$ cat config.mk
export PLATFORM = sky130hd
export DESIGN_NAME = pipe_ctrl
export DESIGN_NICKNAME = d
export VERILOG_FILES = /design/src/rtl/pipe_ctrl.sv
export SDC_FILE = /design/constraint.sdc
export NUM_CORES = 1
export LEC_CHECK = 0
export CORE_MARGIN = 3
export CORE_UTILIZATION = 42
export CTS_CLUSTER_DIAMETER = 40
export DETAILED_ROUTE_END_ITERATION = 7
export GPL_TIMING_DRIVEN = 0
export PLACE_DENSITY = 0.75
export SETUP_SLACK_MARGIN = 0.05
export SLEW_MARGIN = 0
export SYNTH_ARGS = -nofsm -noshare
export SYNTH_HDL_FRONTEND = slang
export SYNTH_SLANG_ARGS = --single-unit
$ cat constraint.sdc
create_clock -name clk -period 2 [get_ports clk]
set_clock_uncertainty 0.1 [all_clocks]
set_input_delay 0.2 -clock clk [delete_from_list [all_inputs] [get_ports clk]]
set_output_delay 0.2 -clock clk [all_outputs]
set_load 0.01 [all_outputs]
$ cat src/rtl/pipe_ctrl.sv
// rtl/pipe_ctrl.sv - pipeline hazard, branch/jump redirect and interrupt-entry controller.
// Priority per cycle: taken branch, load-use bubble, interrupt take, jump.
module pipe_ctrl (
  input  logic        clk,
  input  logic        reset,
  input  logic [4:0]  ID_Rs,
  input  logic [4:0]  ID_Rt,
  input  logic        ID_UseRt,
  input  logic        EX_MemRd,
  input  logic [4:0]  EX_Rt,
  input  logic        ID_Jump,
  input  logic        EX_BrTaken,
  input  logic        ID_Eret,
  input  logic        irq,
  output logic        PC_Stall,
  output logic        IFID_Stall,
  output logic        IFID_Flush,
  output logic        IDEX_Flush,
  output logic [1:0]  PC_Sel,
  output logic        EPC_Wr,
  output logic        IRQ_Ack,
  output logic        InKernel,
  output logic [15:0] StallCnt
);

  localparam logic [1:0] RUN  = 2'd0;
  localparam logic [1:0] PEND = 2'd1;
  localparam logic [1:0] TAKE = 2'd2;
  localparam logic [1:0] KERN = 2'd3;

  localparam logic [1:0] SEL_PC4  = 2'b00;
  localparam logic [1:0] SEL_JUMP = 2'b01;
  localparam logic [1:0] SEL_BR   = 2'b10;
  localparam logic [1:0] SEL_VEC  = 2'b11;

  logic [1:0] state;
  logic [1:0] state_nxt;
  logic       rs_hit;
  logic       rt_hit;
  logic       load_use;
  logic       act_br;
  logic       act_lu;
  logic       act_take;
  logic       act_jump;
  logic       pend_clean;

  assign rs_hit   = (EX_Rt == ID_Rs);
  assign rt_hit   = ID_UseRt && (EX_Rt == ID_Rt);
  assign load_use = EX_MemRd && (EX_Rt != 5'd0) && (rs_hit || rt_hit);

  assign act_br   = EX_BrTaken;
  assign act_lu   = load_use && !EX_BrTaken;
  // A branch or bubble landing in the TAKE cycle wins; the take waits in TAKE.
  assign act_take = (state == TAKE) && !EX_BrTaken && !load_use;
  assign act_jump = ID_Jump && !EX_BrTaken && !load_use && !act_take;

  assign pend_clean = !EX_BrTaken && !load_use && !ID_Jump;

  always_comb begin
    state_nxt = state;
    case (state)
      RUN:  if (irq) state_nxt = PEND;
      PEND: begin
        if (!irq)           state_nxt = RUN;
        else if (pend_clean) state_nxt = TAKE;
      end
      TAKE: if (act_take) state_nxt = KERN;
      KERN: if (ID_Eret) state_nxt = RUN;
      default: state_nxt = RUN;
    endcase
  end

  always_ff @(posedge clk or negedge reset) begin
    if (!reset) begin
      state <= RUN;
    end else begin
      state <= state_nxt;
    end
  end

  always_ff @(posedge clk or negedge reset) begin
    if (!reset) begin
      StallCnt <= 16'd0;
    end else if (act_lu && (StallCnt != 16'hFFFF)) begin
      StallCnt <= StallCnt + 16'd1;
    end
  end

  assign InKernel = (state == KERN);

  // Held at zero while reset is low, whatever the pipeline inputs show.
  always_comb begin
    PC_Stall   = 1'b0;
    IFID_Stall = 1'b0;
    IFID_Flush = 1'b0;
    IDEX_Flush = 1'b0;
    PC_Sel     = SEL_PC4;
    EPC_Wr     = 1'b0;
    IRQ_Ack    = 1'b0;
    if (reset) begin
      if (act_br) begin
        PC_Sel     = SEL_BR;
        IFID_Flush = 1'b1;
        IDEX_Flush = 1'b1;
      end else if (act_lu) begin
        PC_Stall   = 1'b1;
        IFID_Stall = 1'b1;
        IDEX_Flush = 1'b1;
      end else if (act_take) begin
        PC_Sel     = SEL_VEC;
        IFID_Flush = 1'b1;
        IDEX_Flush = 1'b1;
        EPC_Wr     = 1'b1;
        IRQ_Ack    = 1'b1;
      end else if (act_jump) begin
        PC_Sel     = SEL_JUMP;
        IFID_Flush = 1'b1;
      end
    end
  end

endmodule

==> results.md <==
* CP top delay family: flip-flops
* Tightest Pin Transition at 0.813 ns
* Pwr dens at 595 mW/mm^2
* Post-DRT Antenna Nets at 0
* Initial standard-cell utilization of the core at 45.5%
* Max Transition Viols Final at 0
* Final setup vio count at 0
* Cell at the root of the clock tree: sky130_fd_sc_hd__clkbuf_4
* Final HPWL DP at 2.17 mm
* Number of global-route vias before repair at 1122
* Area occupied by registers at 452 um^2
* Number of levels in the clock H-tree at 1
* Total negative setup slack at 0 ns
* Worst ir drop on vdd at 0.365 mV
* Post-Route WL at 2.97 mm
* Worst-case hold slack at 0.380 ns
* Grt total ovfl at 0
* WS Path Type: flop to flop
* Largest fanout on the critical path at 7
* Top post-synthesis cells by area: sky130_fd_sc_hd__dfrtp_1, sky130_fd_sc_hd__xnor2_1, sky130_fd_sc_hd__nand3_1
* Global-route wire length before repair at 4.93 mm
* Largest area contributor in the synthesized netlist: sky130_fd_sc_hd__dfrtp_1
* Cell-by-cell trace of the critical path: ha_4 > nand4_1 > o41ai_4 > nor2_4 > nand2_2 > mux2_4
* Final std cell area, no fill at 0.00180 mm^2
* Area of the multi-input gates at 728 um^2
* Ys flop type: sky130_fd_sc_hd__dfrtp_1
* Fraction of layout instances using a drive strength above 1 at 25.1%
* Antenna fix cells at 0
* Total global routing track utilization at 18.2%
* Standard cell core area at 0.00254 mm^2
* Unrepaired setup endpoints after global routing: true
* TritonCTS sink count at 18
* Number of nets produced by synthesis at 145
* Worst Path Arrival at 2.00 ns
* Leak Pwr at 0.758 nW
* Count of flip-flops with a built-in enable after synthesis at 0
* Worst-Skew Late Latency at 0.31 ns
* Slew HR at 45.6%
* Critical Path Source: StallCnt[1]$_DFFE_PN0P_
* Proportion of register bits with asynchronous set or reset after synthesis at 100%
* CP startpoint kind: flop
* Drt via density at 5.26
* Flip-flop and latch count after synthesis at 18
* Area growth from synthesis to final layout at 55.0%
* Clock transition at path regs at 0.11 ns
* Violation count after the first detailed-route iteration at 36
* Final cycle utilization of the critical path at 95.1%
* Path category of the worst min-delay check: input pin to flop
* Number of buffers created by CTS at 3
* Maximum number of pins on one net before global-route repair at 19
* # rows at 18
* Largest stage delay on the critical path at 0.44 ns
* Max Cap Violations at 0
* Placed cell area at 0.00167 mm^2
* Post-synthesis sequential area ratio at 38.9%
* Yosys warning total at 0
* CP max stage cell: sky130_fd_sc_hd__dfrtp_1
* Buffers plus inverters on the worst setup path at 0
* Total via count in the routed design at 1121
* Sort of element at the end of the critical path: flop
* Top-level I/O count at 48
* WL/cell at 13.9 um
* Synthesized area per cell at 9.58 um^2
* Post-Route Utilization at 70.6%
* Source of the worst hold timing path: irq
* Number of I/O port buffers at 47
* Die extent in x at 58.5 um
* Remaining design rule violation count at 0
* Distinct cell type count after synthesis at 32
* Height of the die at 58.5 um
* Routability congestion estimate at 0.756
* TritonCTS clock tree: done
* Maximum clock rate at 526 MHz
* Total standard cell area after synthesis at 0.00116 mm^2
* Number of optimization iterations in the first detailed-route pass at 4
* Post-synthesis cell count at 121
* Startpoint of the most critical register-to-register path: StallCnt[1]$_DFFE_PN0P_
* CTS max path bufs at 2
* Floorplan die area at 0.00342 mm^2
* Status: finished clean
* Hold Vio Cnt, Final at 0
* Total power of the final layout at 0.00107 W
* Data required time at the worst endpoint at 2.10 ns
* Top cell type's share of synthesized area at 38.9%
* Min Tclk post-route at 1.90 ns
* Antenna violations before repair at 0
* Fill cell count at 208
* Count of nets after finishing at 208
## synth_stat cells (2+ instances only)
cell type and n:
sky130_fd_sc_hd__xnor2_1 25, sky130_fd_sc_hd__dfrtp_1 18, sky130_fd_sc_hd__nand3_1 12, sky130_fd_sc_hd__nand2_1 11, sky130_fd_sc_hd__nand4_1 9, sky130_fd_sc_hd__nor2_1 8, sky130_fd_sc_hd__and3_1 6, sky130_fd_sc_hd__o21ai_0 4
sky130_fd_sc_hd__nor3_1 3, sky130_fd_sc_hd__buf_4 2, sky130_fd_sc_hd__nor2b_1 2
## worst reg2reg max path, stage by stage, from the launching register on
cell and delay (ns):
sky130_fd_sc_hd__dfrtp_1 0.44, sky130_fd_sc_hd__ha_4 0.17, sky130_fd_sc_hd__nand4_1 0.16, sky130_fd_sc_hd__o41ai_4 0.42, sky130_fd_sc_hd__nor2_4 0.12, sky130_fd_sc_hd__nand2_2 0.09, sky130_fd_sc_hd__mux2_4 0.30
## routing by layer
| metal | global-route usage [%] | vias up | share of wire, % |
|---|---|---|---|
| met2 | 34.1 | 39 | 52 |
| met1 | 21.4 | 522 | 41 |
| met5 | 0 | - | 0 |
| met4 | 5.96 | 0 | 1.3 |
| li1 | - | 556 | - |
| met3 | 1.75 | 4 | 5.1 |
## kinds of logic (layout without fill, tap and decap cells)
kind of cell	after synthesis	in the layout	share of synthesized area, %
compound gates	12	12	8.75
xor+xnor	25	25	18.9
fa+ha+maj	1	1	1.08
buf+inv	5	67	3.02
flops	18	18	38.9
mux	1	1	1.30
simple gates	59	59	28.1
## final timing paths
| path | cells past startpoint | slack [ns] | end |
|---|---|---|---|
| max | 6 | 0.1 | StallCnt[1]$_DFFE_PN0P_ |
| min | 3 | 0.38 | flop |
| max reg2reg | 6 | 0.1 | StallCnt[1]$_DFFE_PN0P_ |
| min reg2reg | 1 | 0.42 | StallCnt[12]$_DFFE_PN0P_ |
| max in group asynchronous | 2 | 0.63 | StallCnt[9]$_DFFE_PN0P_ |
| min in group asynchronous | 2 | 0.61 | StallCnt[2]$_DFFE_PN0P_ |
## final cells by class
| class | instances | share of cell area (%) |
|---|---|---|
| Tap cell | 30 | 2.09 |
| Sequential cell | 18 | 25.2 |
| Buffer | 3 | 1.32 |
| Inverter | 1 | 0.209 |
| Multi-Input combinational cell | 98 | 40.6 |
| Timing Repair Buffer | 59 | 28.6 |
| Clock buffer | 4 | 2.02 |
## registers in the layout, summed over array words and instances (netlist names), named ones only
signal    count
StallCnt     16
state         1
## layout by cell type (no fill, tap or decap), drive strengths merged
cell	count
nor3b	1
clkdlybuf4s50	23
o22ai	1
and2	1
dlygate4sd3	1
nand4b	1
o31a	1
nor3	3
dfrtp	18
nand3	12
and3	6
nand2	12
ha	1
inv	1
clkdlybuf4s15	4
xnor2	25
clkbuf	5
nor2	9
dlygate4sd2	8
a21oi	1
mux2	1
o21ai	5
o211ai	1
a31oi	1
buf	25
or4	1
o41ai	1
o22a	1
nor2b	3
nand4	10
## report_power, final
group	internal (W)	leakage, nW	total, W	switching (W)
clock network	0.000111	0.0210	0.000236	0.000125
logic	0.000221	0.493	0.000380	0.000160
registers	0.000400	0.244	0.000452	0.0000517
## metrics by stage
| stage | instances | setup WS (ns) |
|---|---|---|
| detailed placement | 198 | -0.876 |
| global route | 213 | 0.0271 |
| floorplan | 121 | 0.130 |
| finish | 213 | 0.0976 |
| global placement | 198 | -0.866 |
| CTS | 207 | 0.0586 |
## repair_timing
action,CTS,global route
resized for setup,70,12
hold buffers,1,0
hold endpoints to repair,18,0
buffers inserted,4,7
endpoints found under the setup margin,9,10
pin swaps,18,13
Power figures use the tool's default switching activity.
